===== config.mk =====
export PLATFORM = sky130hd
export DESIGN_NAME = reg_writeback
export DESIGN_NICKNAME = d
export VERILOG_FILES = /design/src/rtl/wb_pkg.sv /design/src/rtl/wb_fifo.sv /design/src/rtl/reg_writeback.sv
export SDC_FILE = /design/constraint.sdc
export NUM_CORES = 1
export LEC_CHECK = 0
export ABC_CLOCK_PERIOD_IN_PS = 3000
export CAP_MARGIN = 30
export CORE_MARGIN = 5
export CORE_UTILIZATION = 44
export CTS_CLUSTER_SIZE = 30
export DETAILED_ROUTE_END_ITERATION = 12
export GPL_ROUTABILITY_DRIVEN = 0
export PLACE_DENSITY_LB_ADDON = 0.05
export RECOVER_POWER = 25
export SYNTH_ARGS = -nofsm -noshare
export SYNTH_HDL_FRONTEND = slang
export SYNTH_SLANG_ARGS = --single-unit

===== constraint.sdc =====
create_clock -name CLK -period 3 [get_ports CLK]
set_input_delay 0.45 -clock CLK [delete_from_list [all_inputs] [get_ports CLK]]
set_output_delay 0.45 -clock CLK [all_outputs]
set_load 0.02 [all_outputs]

===== src/rtl/wb_pkg.sv =====
// Shared types and sizing helpers for the register writeback stage.
// The optional forwarding ports in reg_writeback are enabled by defining WB_FWD_EN.
package wb_pkg;

    localparam int REG_ADDR_W = 5;
    localparam int DATA_W     = 32;

    // One buffered load result; the FIFO stores it flattened as {regAddr, data}.
    typedef struct packed {
        logic [REG_ADDR_W-1:0] regAddr;
        logic [DATA_W-1:0]     data;
    } wbEntry_t;

    // Source that owns the register-file write port in a given cycle.
    typedef enum logic [1:0] {
        SEL_NONE = 2'd0,
        SEL_ALU  = 2'd1,
        SEL_FIFO = 2'd2,
        SEL_LOAD = 2'd3
    } wbSel_e;

    function automatic int countWidth(input int depth);
        return $clog2(depth + 1);
    endfunction

    function automatic int ptrWidth(input int depth);
        return (depth > 1) ? $clog2(depth) : 1;
    endfunction

endpackage


===== src/rtl/wb_fifo.sv =====
// Small synchronous FIFO buffering load results that lose arbitration.
// Head data is read combinationally so a pop can be written in the same cycle.
module wb_fifo
    import wb_pkg::*;
#(
    parameter int WIDTH = REG_ADDR_W + DATA_W,
    parameter int DEPTH = 2,
    localparam int CNT_W = countWidth(DEPTH),
    localparam int PTR_W = ptrWidth(DEPTH)
) (
    input  logic             CLK,
    input  logic             RST,
    input  logic             push,
    input  logic [WIDTH-1:0] pushData,
    input  logic             pop,
    output logic [WIDTH-1:0] headData,
    output logic             full,
    output logic             empty,
    output logic [CNT_W-1:0] count
);

    logic [CNT_W-1:0] countReg;
    logic [PTR_W-1:0] wrPtrReg;
    logic [PTR_W-1:0] rdPtrReg;
    logic [WIDTH-1:0] slotReg [DEPTH];
    logic             pushEff;
    logic             popEff;

    // Pointers wrap at DEPTH, which need not be a power of two.
    function automatic logic [PTR_W-1:0] wrapInc(input logic [PTR_W-1:0] p);
        return (p == PTR_W'(DEPTH - 1)) ? '0 : p + PTR_W'(1);
    endfunction

    assign full     = (countReg == CNT_W'(DEPTH));
    assign empty    = (countReg == '0);
    assign count    = countReg;
    assign pushEff  = push && !full;
    assign popEff   = pop && !empty;
    assign headData = slotReg[rdPtrReg];

    always_ff @(posedge CLK) begin
        if (RST) begin
            countReg <= '0;
            wrPtrReg <= '0;
            rdPtrReg <= '0;
        end else begin
            if (pushEff) begin
                wrPtrReg <= wrapInc(wrPtrReg);
            end
            if (popEff) begin
                rdPtrReg <= wrapInc(rdPtrReg);
            end
            case ({pushEff, popEff})
                2'b10:   countReg <= countReg + CNT_W'(1);
                2'b01:   countReg <= countReg - CNT_W'(1);
                default: countReg <= countReg;
            endcase
        end
    end

    // Payload slots carry no reset; validity is tracked by the count alone.
    for (genvar gi = 0; gi < DEPTH; gi++) begin : gSlot
        always_ff @(posedge CLK) begin
            if (pushEff && (wrPtrReg == PTR_W'(gi))) begin
                slotReg[gi] <= pushData;
            end
        end
    end

endmodule


===== src/rtl/reg_writeback.sv =====
// Writeback arbiter: merges ALU results and load returns into one register-file
// write per cycle (ALU > buffered load > direct load). Define WB_FWD_EN for forwarding ports.
module reg_writeback #(
    parameter int DATA_W     = wb_pkg::DATA_W,
    parameter int FIFO_DEPTH = 2
) (
    input  logic                          CLK,
    input  logic                          RST,
    input  logic                          AluValid,
    input  logic [wb_pkg::REG_ADDR_W-1:0] AluReg,
    input  logic [DATA_W-1:0]             AluData,
    input  logic                          LdValid,
    input  logic [wb_pkg::REG_ADDR_W-1:0] LdReg,
    input  logic [DATA_W-1:0]             LdData,
    output logic                          LdReady,
    output logic                          RegWrite,
    output logic [wb_pkg::REG_ADDR_W-1:0] WriteReg,
    output logic [DATA_W-1:0]             WriteData,
    output logic                          Busy
`ifdef WB_FWD_EN
    ,
    input  logic [wb_pkg::REG_ADDR_W-1:0] ReadReg1,
    input  logic [wb_pkg::REG_ADDR_W-1:0] ReadReg2,
    output logic                          Fwd1,
    output logic                          Fwd2,
    output logic [DATA_W-1:0]             FwdData1,
    output logic [DATA_W-1:0]             FwdData2
`endif
);

    import wb_pkg::*;

    localparam int ENTRY_W = REG_ADDR_W + DATA_W;
    localparam int CNT_W   = countWidth(FIFO_DEPTH);

    logic                  fifoPush;
    logic                  fifoPop;
    logic [ENTRY_W-1:0]    fifoHead;
    logic                  fifoFull;
    logic                  fifoEmpty;
    logic [CNT_W-1:0]      fifoCount;
    logic                  ldAccept;
    wbSel_e                sel;
    logic [REG_ADDR_W-1:0] nextReg;
    logic [DATA_W-1:0]     nextData;

    wb_fifo #(
        .WIDTH (ENTRY_W),
        .DEPTH (FIFO_DEPTH)
    ) uFifo (
        .CLK      (CLK),
        .RST      (RST),
        .push     (fifoPush),
        .pushData ({LdReg, LdData}),
        .pop      (fifoPop),
        .headData (fifoHead),
        .full     (fifoFull),
        .empty    (fifoEmpty),
        .count    (fifoCount)
    );

    // Ready depends on occupancy only, so a full FIFO refuses even while popping.
    assign LdReady  = (fifoCount < CNT_W'(FIFO_DEPTH));
    assign ldAccept = LdValid && LdReady;
    assign Busy     = !fifoEmpty || RegWrite;

    always_comb begin
        sel = SEL_NONE;
        if (AluValid) begin
            sel = SEL_ALU;
        end else if (!fifoEmpty) begin
            sel = SEL_FIFO;
        end else if (ldAccept) begin
            sel = SEL_LOAD;
        end
    end

    // Any accepted load that is not written directly goes behind older loads.
    assign fifoPop  = (sel == SEL_FIFO);
    assign fifoPush = ldAccept && (sel != SEL_LOAD);

    always_comb begin
        nextReg  = WriteReg;
        nextData = WriteData;
        case (sel)
            SEL_ALU: begin
                nextReg  = AluReg;
                nextData = AluData;
            end
            SEL_FIFO: begin
                nextReg  = fifoHead[ENTRY_W-1:DATA_W];
                nextData = fifoHead[DATA_W-1:0];
            end
            SEL_LOAD: begin
                nextReg  = LdReg;
                nextData = LdData;
            end
            default: begin
                nextReg  = WriteReg;
                nextData = WriteData;
            end
        endcase
    end

    // Writes to r0 still consume their entry and update address/data, but never enable.
    always_ff @(posedge CLK) begin
        if (RST) begin
            RegWrite  <= 1'b0;
            WriteReg  <= '0;
            WriteData <= '0;
        end else begin
            RegWrite  <= (sel != SEL_NONE) && (nextReg != '0);
            WriteReg  <= nextReg;
            WriteData <= nextData;
        end
    end

`ifdef WB_FWD_EN
    logic [REG_ADDR_W-1:0] readReg [2];
    logic [1:0]            fwdHit;

    assign readReg[0] = ReadReg1;
    assign readReg[1] = ReadReg2;

    for (genvar gi = 0; gi < 2; gi++) begin : gFwd
        assign fwdHit[gi] = RegWrite && (readReg[gi] == WriteReg) && (WriteReg != '0);
    end

    assign Fwd1     = fwdHit[0];
    assign Fwd2     = fwdHit[1];
    assign FwdData1 = WriteData;
    assign FwdData2 = WriteData;
`endif

endmodule


### Word-level counts from Yosys, hierarchy flattened

Memory sizes are Yosys's and may differ from the RTL's. A register that Yosys moved wholly into a read port is not among the register bits.
Index checks and enable logic that the tools add are counted.

* memories: 1
* output and inout port bits: 40
* logic and storage cells: 53
* input bits: 78
* flip-flop bits (word level): 42
* memory bits (read-only): 0
* RAM bits: 74
* bits in latches: 0

Memory list
* uFifo.slotReg: depth 2, width 37, read ports 1, clocked after memory_dff 1, write ports 1, line wb_fifo.sv:25 `logic [WIDTH-1:0] slotReg [DEPTH];`

* order comparisons: 1
* equality and inequality tests: 7
* muxes and demuxes: 17
* $mul: 0
* bitwise logic cells: 1
* $add $sub $neg: 4
* shifts and indexed selects: 0
* div/mod/pow operators: 0
* reductions and logical operators: 16

Operators with widths (count)
* case mux 32 bit (3 select lines): 1
* two-way mux 37 bit: 1
* OR reduction 37 bit: 1
* case mux 5 bit (3 select lines): 1
* two-way mux 1 bit: 10
* equality test 2 bit, second input constant: 4
* logical AND 1 bit: 7
* two-way mux 2 bit: 3
* nonzero test 5 bit: 1
* equality test 2 x 1 -> 1 bit, second input constant: 2
* case mux 2 bit (2 select lines): 1
* nonzero test 2 bit: 2
* nonzero test 3 bit: 1
* adder 1 bit, second input constant: 2
* adder 2 x 1 -> 2 bit, second input constant: 1
* logical NOT 1 bit: 2
* logical NOT 2 bit: 1
* less-than comparator 2 bit, second input constant: 1
* inequality test 2 bit, second input constant: 1
* subtractor 2 x 1 -> 2 bit, second input constant: 1
* logical OR 1 bit: 1
* NOT 1 bit: 1

### Logic depth before layout (Yosys ltp)

Gate-level depths: netlist of run 1.

* depth in word-level cells: 13
* gate-level depth with buffers: 7
* depth with buffers taken out: 6

### Cells and area by module

From an unflattened synthesis of run 1, not the netlist that was laid out.

* cell total of the unflattened synthesis: 370
* area, all modules: 4742.0 µm²

By module, submodules not included
* wb_fifo: cells each 141, seq. area each 2322.2 µm², area an instance 2882.8 µm², times used 1
* reg_writeback: cells each 229, seq. area each 760.7 µm², area an instance 1859.3 µm², times used 1

### Worst setup path after synthesis of run 1

Ideal clock, no wire load.

* kind: input-to-reg
* start point: input AluValid
* end point: memory uFifo.slotReg[0][0] in the netlist's numbering (enable)
* setup slack: -30 ps
* buffers on the path: 2
* stages: 4
* data required time: 2569 ps
* arrival time: 2599 ps
* setup time: 431 ps
* cell sequence: buf_2 > buf_2 > o211ai_1 > nor2_1

* longest elaborated chain between the ends: 9
* elaborated cells on any way between the ends: 13
* classes of those cells: 1 x eq/ne; 7 x mux; 5 x reduce/logical

RTL lines
* start: declaration: line reg_writeback.sv:9 `input logic AluValid,`
* two-way mux 2 bit *: line reg_writeback.sv:69 `if (AluValid) begin`
* inequality test 2 bit *: line reg_writeback.sv:80 `assign fifoPush = ldAccept && (sel != SEL_LOAD);`
* logical AND 1 bit *: line reg_writeback.sv:80
* logical AND 1 bit *: line wb_fifo.sv:37 `assign pushEff = push && !full;`
* logical AND 1 bit: line wb_fifo.sv:64 `if (pushEff && (wrPtrReg == PTR_W'(gi))) begin`
* two-way mux 1 bit: line wb_fifo.sv:64
* two-way mux 1 bit (implied by the code): line wb_fifo.sv:65 `slotReg[gi] <= pushData;`
* OR reduction 37 bit (no line)
* two-way mux 1 bit (no line)
* end: declaration: line wb_fifo.sv:25

Every way passes the cells marked *; elsewhere a longest branch is shown, timed or not.

### Final worst setup path of run 1

* start point: register uFifo.countReg[0] (netlist: uFifo.count[0])
* end point: output Busy

* longest elaborated chain between the ends: 3

RTL lines
* start: declaration: line wb_fifo.sv:22 `logic [CNT_W-1:0] countReg;`
* start signal: assignment: line wb_fifo.sv:54 `2'b10: countReg <= countReg + CNT_W'(1);`
* start signal: assignment: line wb_fifo.sv:55 `2'b01: countReg <= countReg - CNT_W'(1);`
* start signal: assignment: line wb_fifo.sv:56 `default: countReg <= countReg;`
* logical NOT 2 bit: line wb_fifo.sv:35 `assign empty = (countReg == '0);`
* logical NOT 1 bit: line reg_writeback.sv:65 `assign Busy = !fifoEmpty || RegWrite;`
* logical OR 1 bit: line reg_writeback.sv:65
* end: declaration: line reg_writeback.sv:19 `output logic Busy`

No other way between the ends.

==> results of run 1 <==
[layout make-up]
type	count	area [um^2]
fillers	902	4060
flip-flops and latches	117	3080
multi-input cells	219	1560
repair buffers	133	1290
clock buffers	22	453
well taps	140	175
clock inverters	10	106
inverters	3	11.3
[how the worst max path moves through the flow]
stage                                startpoint                       endpoint  slack, ps  depth (start not counted)
finish              uFifo.count[0]$_SDFFE_PP0P_                           Busy        580                          3
global route        uFifo.count[0]$_SDFFE_PP0P_                           Busy        520                          3
CTS                 uFifo.count[0]$_SDFFE_PP0P_                           Busy        560                          3
detailed placement                      LdValid    uFifo.count[1]$_SDFFE_PP0P_        570                          6
global placement                        LdValid      WriteData[4]$_SDFFE_PP0N_        270                          7
floorplan                              AluValid  uFifo.slotReg[0][0]$_DFFE_PP_        -30                          4
[cells by family after synthesis]
group	synth area share, %
muxes	11.1
adders and majority gates	0.262
xor gates and xnor gates	0.733
buffers and inverters	3.27
and+or+nand+nor	8.17
DFF	64.5
AOI/OAI and AO/OA	12.0
[cells in the final DEF, fill, tap and decap left out, types with 7 or more instances in the layout]
cell type and instances:
a21oi_1 28, a221o_1 15, a222oi_1 7, a2bb2oi_1 10, buf_4 15, clkbuf_16 16, clkdlybuf4s50_1 85, dfxtp_1 42
dlygate4sd3_1 30, edfxtp_1 74, mux2_2 7, mux2i_1 45, nand2_1 21, nor2_1 53
[flip-flops by register name, indices dropped and copies added (netlist names), named ones only]
name	count
RegWrite	1
WriteData	32
uFifo.slotReg	74
uFifo.count	2
uFifo.wrPtrReg	1
WriteReg	5
uFifo.rdPtrReg	1
[stage by stage]
step / utilization, % / TNS (ps) / total power [mW] / instance area (um^2) / hold slack (ps)
finish: 62.2 / 0 / 5.43 / 6680 / 460
global route: 62.2 / 0 / 5.70 / 6680 / 490
CTS: 62.2 / 0 / 5.50 / 6680 / 461
detailed placement: 57.0 / 0 / 3.60 / 6120 / 450
global placement: 56.8 / 0 / 3.57 / 6110 / 448
floorplan: - / -2220 / 3.05 / 4780 / 472
[metal layers]
| layer | wire [um] | global-route usage [%] | up-vias |
|---|---|---|---|
| met2 | 5390 | 29.4 | 107 |
| li1 | - | - | 1630 |
| met3 | 763 | 4.81 | 2 |
| met1 | 5070 | 23.6 | 1656 |
| met5 | 0 | 0 | - |
| met4 | 40 | 5.70 | 0 |
[worst reg2reg max path, cell delays in order, from the launching register on]
cell and delay [ps]:
dfxtp_1 340, buf_4 210, o211ai_1 600, ha_1 390
or3_1 370, a21oi_1 160
[power by group]
group	total, mW	switching [mW]	leakage (nW)	internal, mW
combinational	1.48	0.790	1.07	0.688
clock	1.88	0.664	0.268	1.21
sequential	2.07	0.105	1.04	1.97
total	5.43	1.56	2.37	3.87
==> results.yml, run 1 <==
status:
  status: "completed"
synthesis:
  synth.most_common_cell: "edfxtp_1"
  netlist.area_leader.share_pct: 46.5
  syn_inst: 364
  synth.distinct_cells: 35
  post_synth.cell_area_avg_um2: 13.1
  synth-main-ff-cell: "edfxtp_1"
  ys_top_cells_by_area: "edfxtp_1, dfxtp_1, mux2i_1, nor2_1, a221o_1"
  synth-edff-count: 74
  syn-cell-area_mm2: 0.00478
  synth_seq_cells: 117
  async_reset_ff_share_pct: 0
  yosysTopAreaCell: "edfxtp_1"
  synth_fp_nets: 443
  synth-warning-count: 0
  synth-seq-area-share_pct: 64.5
  yosys-top-cells-count: "edfxtp_1, nor2_1, mux2i_1"
clock_tree:
  path_clk_slew_ps: 60
  post-cts-setup-buffer-count: 0
  cts_tree: "built"
  cts_max_path_buffers: 2
  root_buffer: "clkbuf_8"
  ctsResizeCount: 0
  cts.sinks: 117
  ctsHoldBuffers: 0
  htree_num_levels: 4
  clk_latency_ps: 500
  cts_buffers: 17
setup_path:
  path_cells: "buf_4 -> or3_1 -> clkdlybuf4s50_1"
  path_max_fanout: 11
  required_ps: 2550
  reg2reg_slack_ps: 860
  reg2reg_from: "uFifo.count[0]$_SDFFE_PP0P_"
  slowest_delay_ps: 550
  crit_type: "flop to output port"
  reg2reg_depth: 5
  reg2reg_to: "uFifo.count[1]$_SDFFE_PP0P_"
  crit_slowest_cell: "clkdlybuf4s50_1"
  path_delay_family: "buffers and inverters"
  worst-path-buf-inv: 2
  worstPathArrival_ps: 1970
  start_kind: "flop"
  setup.worst_path.end_class: "output port"
floorplan:
  die_y_um: 114
  die_x_um: 114
  initial_core_util_pct: 44.5
  ioPinCount: 118
  die-area_mm2: 0.0130
  num_rows: 38
  fp.coreArea_mm2: 0.0107
placed_design:
  io_buffers: 117
  dp_worst_setup_slack_ps: 569
  place_inst: 612
  dp_hpwl_um: 7510
grt:
  grt_usage_pct: 18.0
  antenna_found_initial: 0
  grt_max_degree: 44
  overflow: 0
  grt_first_pass_wirelength_um: 18400
  grt_pass1_vias: 3603
detailed_routing:
  drc: 0
  wl_um: 11300
  drtIter0Drc: 261
  num_vias: 3395
  avgViaCountPerCell: 5.27
  antenna_left: 0
  drtPass1Iterations: 5
  wire_per_inst_um: 17.5
power_and_ir_drop:
  p_per_area_mw_per_mm2: 813
  ir_worst_vdd_uv: 459
  p_leak_nw: 2.37
final_layout:
  syn2layout_area_growth_pct: 39.8
  final_cells: 644
  layout-drive-gt1-share_pct: 12.7
  nets: 570
  antenna_cells: 0
timing:
  finalSetupViolations: 0
  fmax_mhz: 414
  period_minus_slack_ps: 2420
  hold_viol: 0
  rsz0062_at_grt: "no"
  fin_ws_ps: 582
  relSlewSlack_pct: 39.3
  period_share_pct: 80.6
  skew_ps: 8.74
  slew_violations: 0
  worstMarginPinSlew_ps: 911
hold_path:
  whs_path_depth: 2
  whs_endpoint: "WriteData[28]$_SDFFE_PP0N_"
  hp-class: "flop to flop"
  min_from: "WriteData[28]$_SDFFE_PP0N_"
run:
  maxCapViolations: 0
Power figures use the tool's default switching activity.
==> inputs of run 2 (changes only) <==
Settings changed: ABC_CLOCK_PERIOD_IN_PS 3000 to 1990.
Clock period 3 ns to 1.99 ns, I/O delays scaled along.
==> run 2 against run 1 <==
Sequential cell count is the same; power is 54% higher; die area did not move; sequential share of layout area shrank 0.91 points; critical path depth down 1; register-to-register slack got worse by 570 ps; non-clock buffer count rose by 5; largest cell class unchanged; highest routed layer unchanged.
==> results.yml, run 2 (synthesis results as in run 1) <==
floorplan:
  ioPinCount: 118
  num_rows: 38
  initial_core_util_pct: 44.5
  fp.coreArea_mm2: 0.0107
  die_y_um: 114
  die-area_mm2: 0.0130
  die_x_um: 114
final_layout:
  final_cells: 649
  final_common_cell: "clkdlybuf4s50_1"
  largest_reg_flops: 74
  antenna_cells: 0
  nets: 575
  syn2layout_area_growth_pct: 42.7
  layout-drive-gt1-share_pct: 14.5
  final_cell_mix: "clkdlybuf4s50_1, edfxtp_1, nor2_1"
  largestRegisters: "uFifo.slotReg: 74 flops, WriteData: 32 flops, WriteReg: 5 flops"
  top_register: "uFifo.slotReg"
setup_path:
  path_cells: "or3_1 -> dlygate4sd2_1"
  cp.depth: 2
  worstPathArrival_ps: 1610
  path_max_fanout: 7
  path_delay_family: "simple AND/OR/NAND/NOR gates"
  crit_type: "flop to output port"
  reg2reg_depth: 6
  worst-path-buf-inv: 1
  crit_slowest_cell: "or3_1"
  slowest_delay_ps: 400
  start_kind: "flop"
  reg2reg_from: "uFifo.count[0]$_SDFFE_PP0P_"
  required_ps: 1690
  setup.worst_path.end_class: "output port"
  crit_start: "uFifo.count[0]$_SDFFE_PP0P_"
power_and_ir_drop:
  switching_share_pct: 29.2
  p_comb_share_pct: 28.0
  ir_worst_vdd_uv: 613
  p_seq_share_pct: 37.3
  clock_power_share_pct: 34.7
  p_leak_nw: 2.43
  switchingPower_mw: 2.45
  p_int_mw: 5.94
  p_per_area_mw_per_mm2: 1230
placed_design:
  dp_hpwl_um: 7600
  place_inst: 617
  io_buffers: 117
detailed_routing:
  drtPass1Iterations: 5
  drc: 0
  wl_um: 11200
  num_vias: 3374
  avgViaCountPerCell: 5.20
  drtIter0Drc: 288
  wire_per_inst_um: 17.3
  antenna_left: 0
timing:
  skew_ps: 9.33
  rsz0062_at_grt: "no"
  period_minus_slack_ps: 1910
  finalSetupViolations: 0
  hold_viol: 0
  period_share_pct: 96.1
  tns_ps: 0
  slew_violations: 0
  worstMarginPinSlew_ps: 477
  relSlewSlack_pct: 68.2
  fmax_mhz: 523
grt:
  grt_usage_pct: 18.0
  grt_first_pass_wirelength_um: 18200
  grt_max_degree: 31
  overflow: 0
  antenna_found_initial: 0
  grt_pass1_vias: 3527
hold_path:
  whs_path_depth: 2
  hp-class: "input pin to flop"
  min_from: "RST"
clock_tree:
  root_buffer: "clkbuf_8"
  cts_tree: "built"
  cts_max_path_buffers: 2
  cts_buffers: 17
  path_clk_slew_ps: 60
  post-cts-setup-buffer-count: 0
  cts.sinks: 117
  ctsHoldBuffers: 0
  ctsResizeCount: 2
  htree_num_levels: 4
  clk_latency_ps: 500
status:
  status: "completed"
run:
  maxCapViolations: 0
==> run 2: changes by cell type in the layout (fill, tap and decap cells not counted) <==
cell	change
buf_8	-1
dlygate4sd3_1	-1
dfxtp_1	-2
clkinv_2	-3
clkbuf_1	-3
clkbuf_8	-1
inv_6	+3
clkinv_4	+4
dlygate4sd2_1	+1
dfxtp_2	+2
buf_4	-1
buf_12	+7
==> run 2: metrics by stage <==
stage | power (mW) | instance area (um^2) | hold WS [ps] | utilization (%) | setup WS (ps)
floorplan | 4.60 | 4780 | 397 | - | -323
global placement | 5.52 | 6240 | 444 | 58.1 | -26.3
detailed placement | 5.56 | 6240 | 450 | 58.1 | -143
CTS | 8.51 | 6820 | 217 | 63.5 | 40.0
global route | 8.85 | 6820 | 235 | 63.5 | 11.3
finish | 8.39 | 6820 | 245 | 63.5 | 76.7
==> run 2: metal layers <==
layer	GRT usage (%)	vias to the layer above	wire length, um
li1	-	1632	-
met1	24.7	1630	5070
met2	27.8	108	5370
met3	5.97	4	716
met4	4.28	0	54
met5	0	-	0
==> run 2: path summary, 6_finish.rpt <==
path / slack, ps / end
setup / recovery: 80 / Busy
hold / removal: 240 / WriteData[26]$_SDFFE_PP0N_
setup reg to reg: 290 / RegWrite$_SDFF_PP0_
hold reg to reg: 460 / WriteData[18]$_SDFFE_PP0N_
==> run 2: worst reg2reg max path, stage by stage, from the launching register on <==
cell      delay (ps)
dfxtp_2          390
buf_4            190
nor3_4           240
nand2b_1         220
o22ai_1          250
and4_1           240
a211oi_2          60
==> run 2: final cells by class <==
type                       count  area [um^2]
fill                         883         3920
sequential                   117         3090
multi-input combinational    219         1560
timing repair buffer         138         1410
clock buffer                  18          428
tap                          140          175
clock inverter                14          153
inverter                       3         11.3
==> run 2: power groups by stage <==
| stage | logic (mW) | registers (mW) | clock network [mW] |
|---|---|---|---|
| 2_1_floorplan | 1.33 | 3.27 | 0 |
| 4_1_cts | 2.40 | 3.13 | 2.98 |
| 3_3_place_gp | 2.36 | 3.16 | 0 |
| 5_1_grt | 2.56 | 3.17 | 3.13 |
| 6_report | 2.35 | 3.13 | 2.91 |
| 3_5_place_dp | 2.39 | 3.17 | 0 |
==> patch 1 (config.mk and constraints of run 1) <==
Build with the macro `WB_FWD_EN` defined.
--- a/src/rtl/reg_writeback.sv
+++ b/src/rtl/reg_writeback.sv
@@ -1,4 +1,6 @@
 // Writeback arbiter: merges ALU results and load returns into one register-file
 // write per cycle (ALU > buffered load > direct load). Define WB_FWD_EN for forwarding ports.
+`define WB_FWD_EN
+
 module reg_writeback #(
     parameter int DATA_W     = wb_pkg::DATA_W,
Interface: changed (6 added); port bits go from 118 to 194. The function was not compared with the original's and may differ.
==> patch 1 against run 1 <==
Final area is 13% higher. Largest cell class unchanged. Sequential cell count stayed put. Setup slack worse by 0.19 ns. Critical endpoint is now Fwd2. Count of clock-buffer cells in the layout is 1 higher. Routed wire length is 18% higher. Highest routed layer unchanged. Via count is 13% higher. Total power is 7.9% higher. Area after synthesis is 12% higher.
==> patch 1: results (changes against run 1) <==
[metrics] clock tree root buffer cell: sky130_fd_sc_hd__clkbuf_16 (was sky130_fd_sc_hd__clkbuf_8)
[metrics] number of vias per cell after detailed routing: 5.27 (about the same)
[metrics] met1 WL: 5490 µm (was 5070 µm)
[metrics] GR Layer Usage met3: 0.0660 (was 0.0481)
[metrics] pin count of the biggest net entering global routing: 51 (was 44)
[metrics] DR iter-0 viols: 262 (was 261)
[metrics] post-CTS setup-driven buffer insertion count: 0 (unchanged)
[metrics] cell types occupying the most area after synthesis: sky130_fd_sc_hd__edfxtp_1, sky130_fd_sc_hd__dfxtp_1, sky130_fd_sc_hd__buf_4 (was sky130_fd_sc_hd__edfxtp_1, sky130_fd_sc_hd__dfxtp_1, sky130_fd_sc_hd__mux2i_1)
[metrics] post_cts resized: 0 (unchanged)
[metrics] status: completed (unchanged)
[metrics] half-perimeter wire length after detailed placement: 8900 µm (was 7510 µm)
[metrics] Global Route met1 Usage: 0.222 (was 0.236)
[metrics] clock insertion delay at the later pin of the skew report: 0.41 ns (was 0.50 ns)
[metrics] Async SR Flop Fraction: 0 (unchanged)
[metrics] net count after synthesis: 523 (was 443)
[metrics] Hold Path Origin: FwdData1[16] (was WriteData[28])
[metrics] number of flip-flops under the largest register name: 74 (unchanged)
[metrics] launch point of the worst path: WriteReg[2] (was uFifo.count[0])
[metrics] total met2 wirelength after detailed routing: 6730 µm (was 5390 µm)
[metrics] drt first pass iters: 5 (unchanged)
[metrics] net total in the final layout: 655 (was 570)
[metrics] largest fanout on the critical path: 5 (was 11)
[metrics] global-route track usage on met2: 0.315 (was 0.294)
[metrics] Hold WS: 0.483 ns (was 0.460 ns)
[metrics] vias in the first global route: 4088 (was 3603)
[metrics] global-route wire length before repair: 21100 µm (was 18400 µm)
[metrics] Reg-to-Reg Start: uFifo.count[0] (unchanged)
[metrics] instance count along the most critical hold path: 2 (unchanged)
[metrics] IR drop worst, VDD: 0.000456 V (was 0.000459 V)
[metrics] Total GRT Usage: 0.187 (was 0.180)
[metrics] number of input and output port buffers inserted: 193 (was 117)
[metrics] share of final-layout standard cells stronger than drive strength 1: 0.142 (was 0.127)
[metrics] YS warnings: 0 (unchanged)
[metrics] CTS Buffer Depth: 2 (unchanged)
[metrics] met3 layer wire length in the routed design: 917 µm (was 763 µm)
[metrics] Pleak: 2.62 nW (was 2.37 nW)
[metrics] most numerous cell types in the synthesized netlist: sky130_fd_sc_hd__edfxtp_1, sky130_fd_sc_hd__buf_4, sky130_fd_sc_hd__dfxtp_1 (was sky130_fd_sc_hd__edfxtp_1, sky130_fd_sc_hd__nor2_1, sky130_fd_sc_hd__mux2i_1)
[metrics] proportion of synthesized chip area in sequential cells: 0.578 (was 0.645)
[metrics] wire length reported by the detailed router: 13300 µm (was 11300 µm)
[metrics] number of unique standard cell types used by synthesis: 39 (was 35)
[metrics] cell with the most instances after synthesis: sky130_fd_sc_hd__edfxtp_1 (unchanged)
[metrics] final setup skew: 0.00567 ns (was 0.00874 ns)
[metrics] slew at the pin closest to its max-slew limit: 0.944 ns (was 0.911 ns)
==> patch 1: metrics by stage <==
step	area (µm²)	setup WS [ns]	util	power, W	instances
3_5_place_dp	6950	0.469	0.581	0.00395	694
4_1_cts	7530	0.364	0.630	0.00593	726
2_1_floorplan	5330	0.0998	-	0.00333	434
5_1_grt	7530	0.304	0.630	0.00613	726
6_report	7530	0.395	0.630	0.00586	726
3_3_place_gp	6950	0.531	0.581	0.00392	694
==> patch 1: logic make-up after synthesis <==
kind of cell | synth area share
compound gates | 0.129
flops | 0.578
simple gates | 0.0739
fa+ha+maj | 0.00235
mux | 0.0770
buf+inv | 0.117
xor+xnor | 0.0230
==> patch 1: worst max-delay path, cell delays in order, from the launching register on <==
cell	delay [ns]
sky130_fd_sc_hd__dfxtp_1	0.37
sky130_fd_sc_hd__or4_1	0.52
sky130_fd_sc_hd__o21ai_0	0.22
sky130_fd_sc_hd__nor4_1	0.09
sky130_fd_sc_hd__clkdlybuf4s50_1	0.55
==> patch 1: cell type report <==
cell class	instances	area [µm²]
fillers	966	4430
flip-flops and latches	117	3080
repair buffers	204	2020
multi-input cells	221	1650
clock buffers	23	478
well taps	147	184
clock inverters	9	103
inverters	5	18.8
==> patch 1: path summary, 6_finish.rpt <==
check / end / slack [ns]
max reg2reg: uFifo.count[1] / 0.83
max: Fwd2 / 0.39
min: FwdData1[16] / 0.48
min reg2reg: FwdData1[16] / 0.48
==> patch 1: power breakdown <==
group / leakage [nW] / switching (W) / internal, W
logic: 1.30 / 0.000892 / 0.000855
clock network: 0.281 / 0.000679 / 0.00128
registers: 1.04 / 0.000186 / 0.00196
total: 2.62 / 0.00176 / 0.00410
==> patch 2 (settings of run 1) <==
Without the edit above. `WriteData` no longer has a reset.
--- a/src/rtl/reg_writeback.sv
+++ b/src/rtl/reg_writeback.sv
@@ -108,10 +108,12 @@
             RegWrite  <= 1'b0;
             WriteReg  <= '0;
-            WriteData <= '0;
         end else begin
             RegWrite  <= (sel != SEL_NONE) && (nextReg != '0);
             WriteReg  <= nextReg;
-            WriteData <= nextData;
         end
+    end
+
+    always_ff @(posedge CLK) begin
+        WriteData <= nextData;
     end
 
Check against the original RTL: not equivalent (Yosys sat finds a counterexample within 4 cycles, from zero or initial values and one cycle with RST high).
==> patch 2 against run 1 <==
Sequential share of layout area increased by 4.5 points. Largest power group unchanged. Via count decreased by 3.0%. Utilization increased by 0.12 points. Highest routed layer unchanged. Count of clock-buffer cells in the layout increased by 6. Sequential cell count unchanged. Routed wire length decreased by 2.4%. Setup slack got worse by 0.027 ns. Total power increased by 10%. Final area increased by 0.64%. Final cell count decreased by 0.78%. Area after synthesis increased by 0.60%.
==> patch 2: results (changes against run 1) <==
[metrics] most numerous cell types in the synthesized netlist: sky130_fd_sc_hd__edfxtp_1, sky130_fd_sc_hd__nor2_1, sky130_fd_sc_hd__a21oi_1, sky130_fd_sc_hd__mux2i_1, sky130_fd_sc_hd__nand2_1 (was sky130_fd_sc_hd__edfxtp_1, sky130_fd_sc_hd__nor2_1, sky130_fd_sc_hd__mux2i_1)
[metrics] Switch Pwr: 0.00181 W (was 0.00156 W)
[metrics] Pleak: 2.36 nW (was 2.37 nW)
[metrics] DR iter-0 viols: 118 (was 261)
[metrics] IR drop worst, VDD: 0.000380 V (was 0.000459 V)
[metrics] vias in the first global route: 3426 (was 3603)
[metrics] number of vias per cell after detailed routing: 5.15 (was 5.27)
[metrics] cell total after placement: 607 (was 612)
[metrics] final setup skew: 0.00661 ns (was 0.00874 ns)
[metrics] number of unique standard cell types used by synthesis: 34 (was 35)
[metrics] post-placement setup slack: 0.547 ns (was 0.569 ns)
[metrics] net total in the final layout: 565 (was 570)
[metrics] half-perimeter wire length after detailed placement: 7290 µm (was 7510 µm)
[metrics] cell types occupying the most area after synthesis: sky130_fd_sc_hd__edfxtp_1, sky130_fd_sc_hd__mux2i_1, sky130_fd_sc_hd__dfxtp_1 (was sky130_fd_sc_hd__edfxtp_1, sky130_fd_sc_hd__dfxtp_1, sky130_fd_sc_hd__mux2i_1)
[metrics] arrival time at the worst endpoint: 2.00 ns (was 1.97 ns)
[metrics] post-layout instance count excluding filler cells: 639 (was 644)
[metrics] GR Layer Usage met3: 0.0418 (was 0.0481)
[metrics] status: completed (unchanged)
[metrics] total placed instance area: 0.00616 mm² (was 0.00612 mm²)
[metrics] proportion of synthesized chip area in sequential cells: 0.708 (was 0.645)
[metrics] number of enable-type register cells in the synthesized netlist: 106 (was 74)
[metrics] largest fanout on the critical path: 13 (was 11)
[metrics] global-route wire length before repair: 17600 µm (was 18400 µm)
[metrics] pin count of the biggest net entering global routing: 28 (was 44)
[metrics] Total GRT Usage: 0.176 (was 0.180)
[metrics] global-route track usage on met2: 0.291 (was 0.294)
[metrics] Hold/Removal Path Class: in2reg (was reg2reg)
-- patch 2: cell types whose count changed after synthesis, sizes merged, moves of 9 or more --
cell,change
nand2,+11
nor2,-9
edfxtp,+32
a2bb2oi,-10
mux2i,-10
dfxtp,-32
o21ai,+32
a221o,-15
-- patch 2: area by class of cell --
cell class | count | area, µm²
inverter | 3 | 11.3
clock inverter | 4 | 45.0
sequential | 117 | 3400
timing repair buffer | 131 | 1270
clock buffer | 28 | 515
fill | 864 | 4070
tap | 140 | 175
multi-input combinational | 216 | 1300
-- patch 2: cell families (layout without fill, tap and decap cells) --
group           count (synthesis)  count (layout)  share of synthesized area
mux                            35              35                     0.0729
simple gates                   96              96                     0.0921
xor+xnor                        4               4                    0.00729
fa+ha+maj                       1               1                    0.00260
buf+inv                        25             166                     0.0271
compound gates                 80              80                     0.0903
flops                         117             117                      0.708
-- patch 2: final timing paths --
path / from / endpoint / slack, ns / cells after the start
worst max register to register: uFifo.count[1] / uFifo.count[1] / 0.85 / 5
worst min-delay path: AluValid / WriteReg[3] / 0.45 / 3
worst max-delay path: uFifo.count[0] / Busy / 0.55 / 2
worst min register to register: uFifo.rdPtrReg / flop / 0.52 / 2
-- patch 2: per-layer routing --
| layer | up-vias | part of all wire |
|---|---|---|
| met4 | 0 | 0.017 |
| li1 | 1589 | - |
| met2 | 90 | 0.50 |
| met3 | 16 | 0.051 |
| met1 | 1598 | 0.44 |
| met5 | - | 0 |
-- patch 2: worst max-delay path: stages, from the launching register on --
cell	delay, ns
sky130_fd_sc_hd__dfxtp_1	0.69
sky130_fd_sc_hd__or3_1	0.20
sky130_fd_sc_hd__clkdlybuf4s50_1	0.59
-- patch 2: through the flow --
step | total power (W) | TNS (ns) | hold WS (ns)
after floorplan | 0.00344 | -1.58 | 0.481
after global placement | 0.00417 | 0 | 0.496
after detailed placement | 0.00419 | 0 | 0.506
after CTS | 0.00608 | 0 | 0.425
after global routing | 0.00631 | 0 | 0.462
final | 0.00599 | 0 | 0.449
-- patch 2: power by group through the flow --
stage | sequential, W | clock (W) | combinational, W
2_1_floorplan | 0.00251 | 0 | 0.000933
6_report | 0.00231 | 0.00187 | 0.00181
4_1_cts | 0.00232 | 0.00191 | 0.00185
5_1_grt | 0.00235 | 0.00199 | 0.00197
3_3_place_gp | 0.00234 | 0 | 0.00183
3_5_place_dp | 0.00234 | 0 | 0.00184
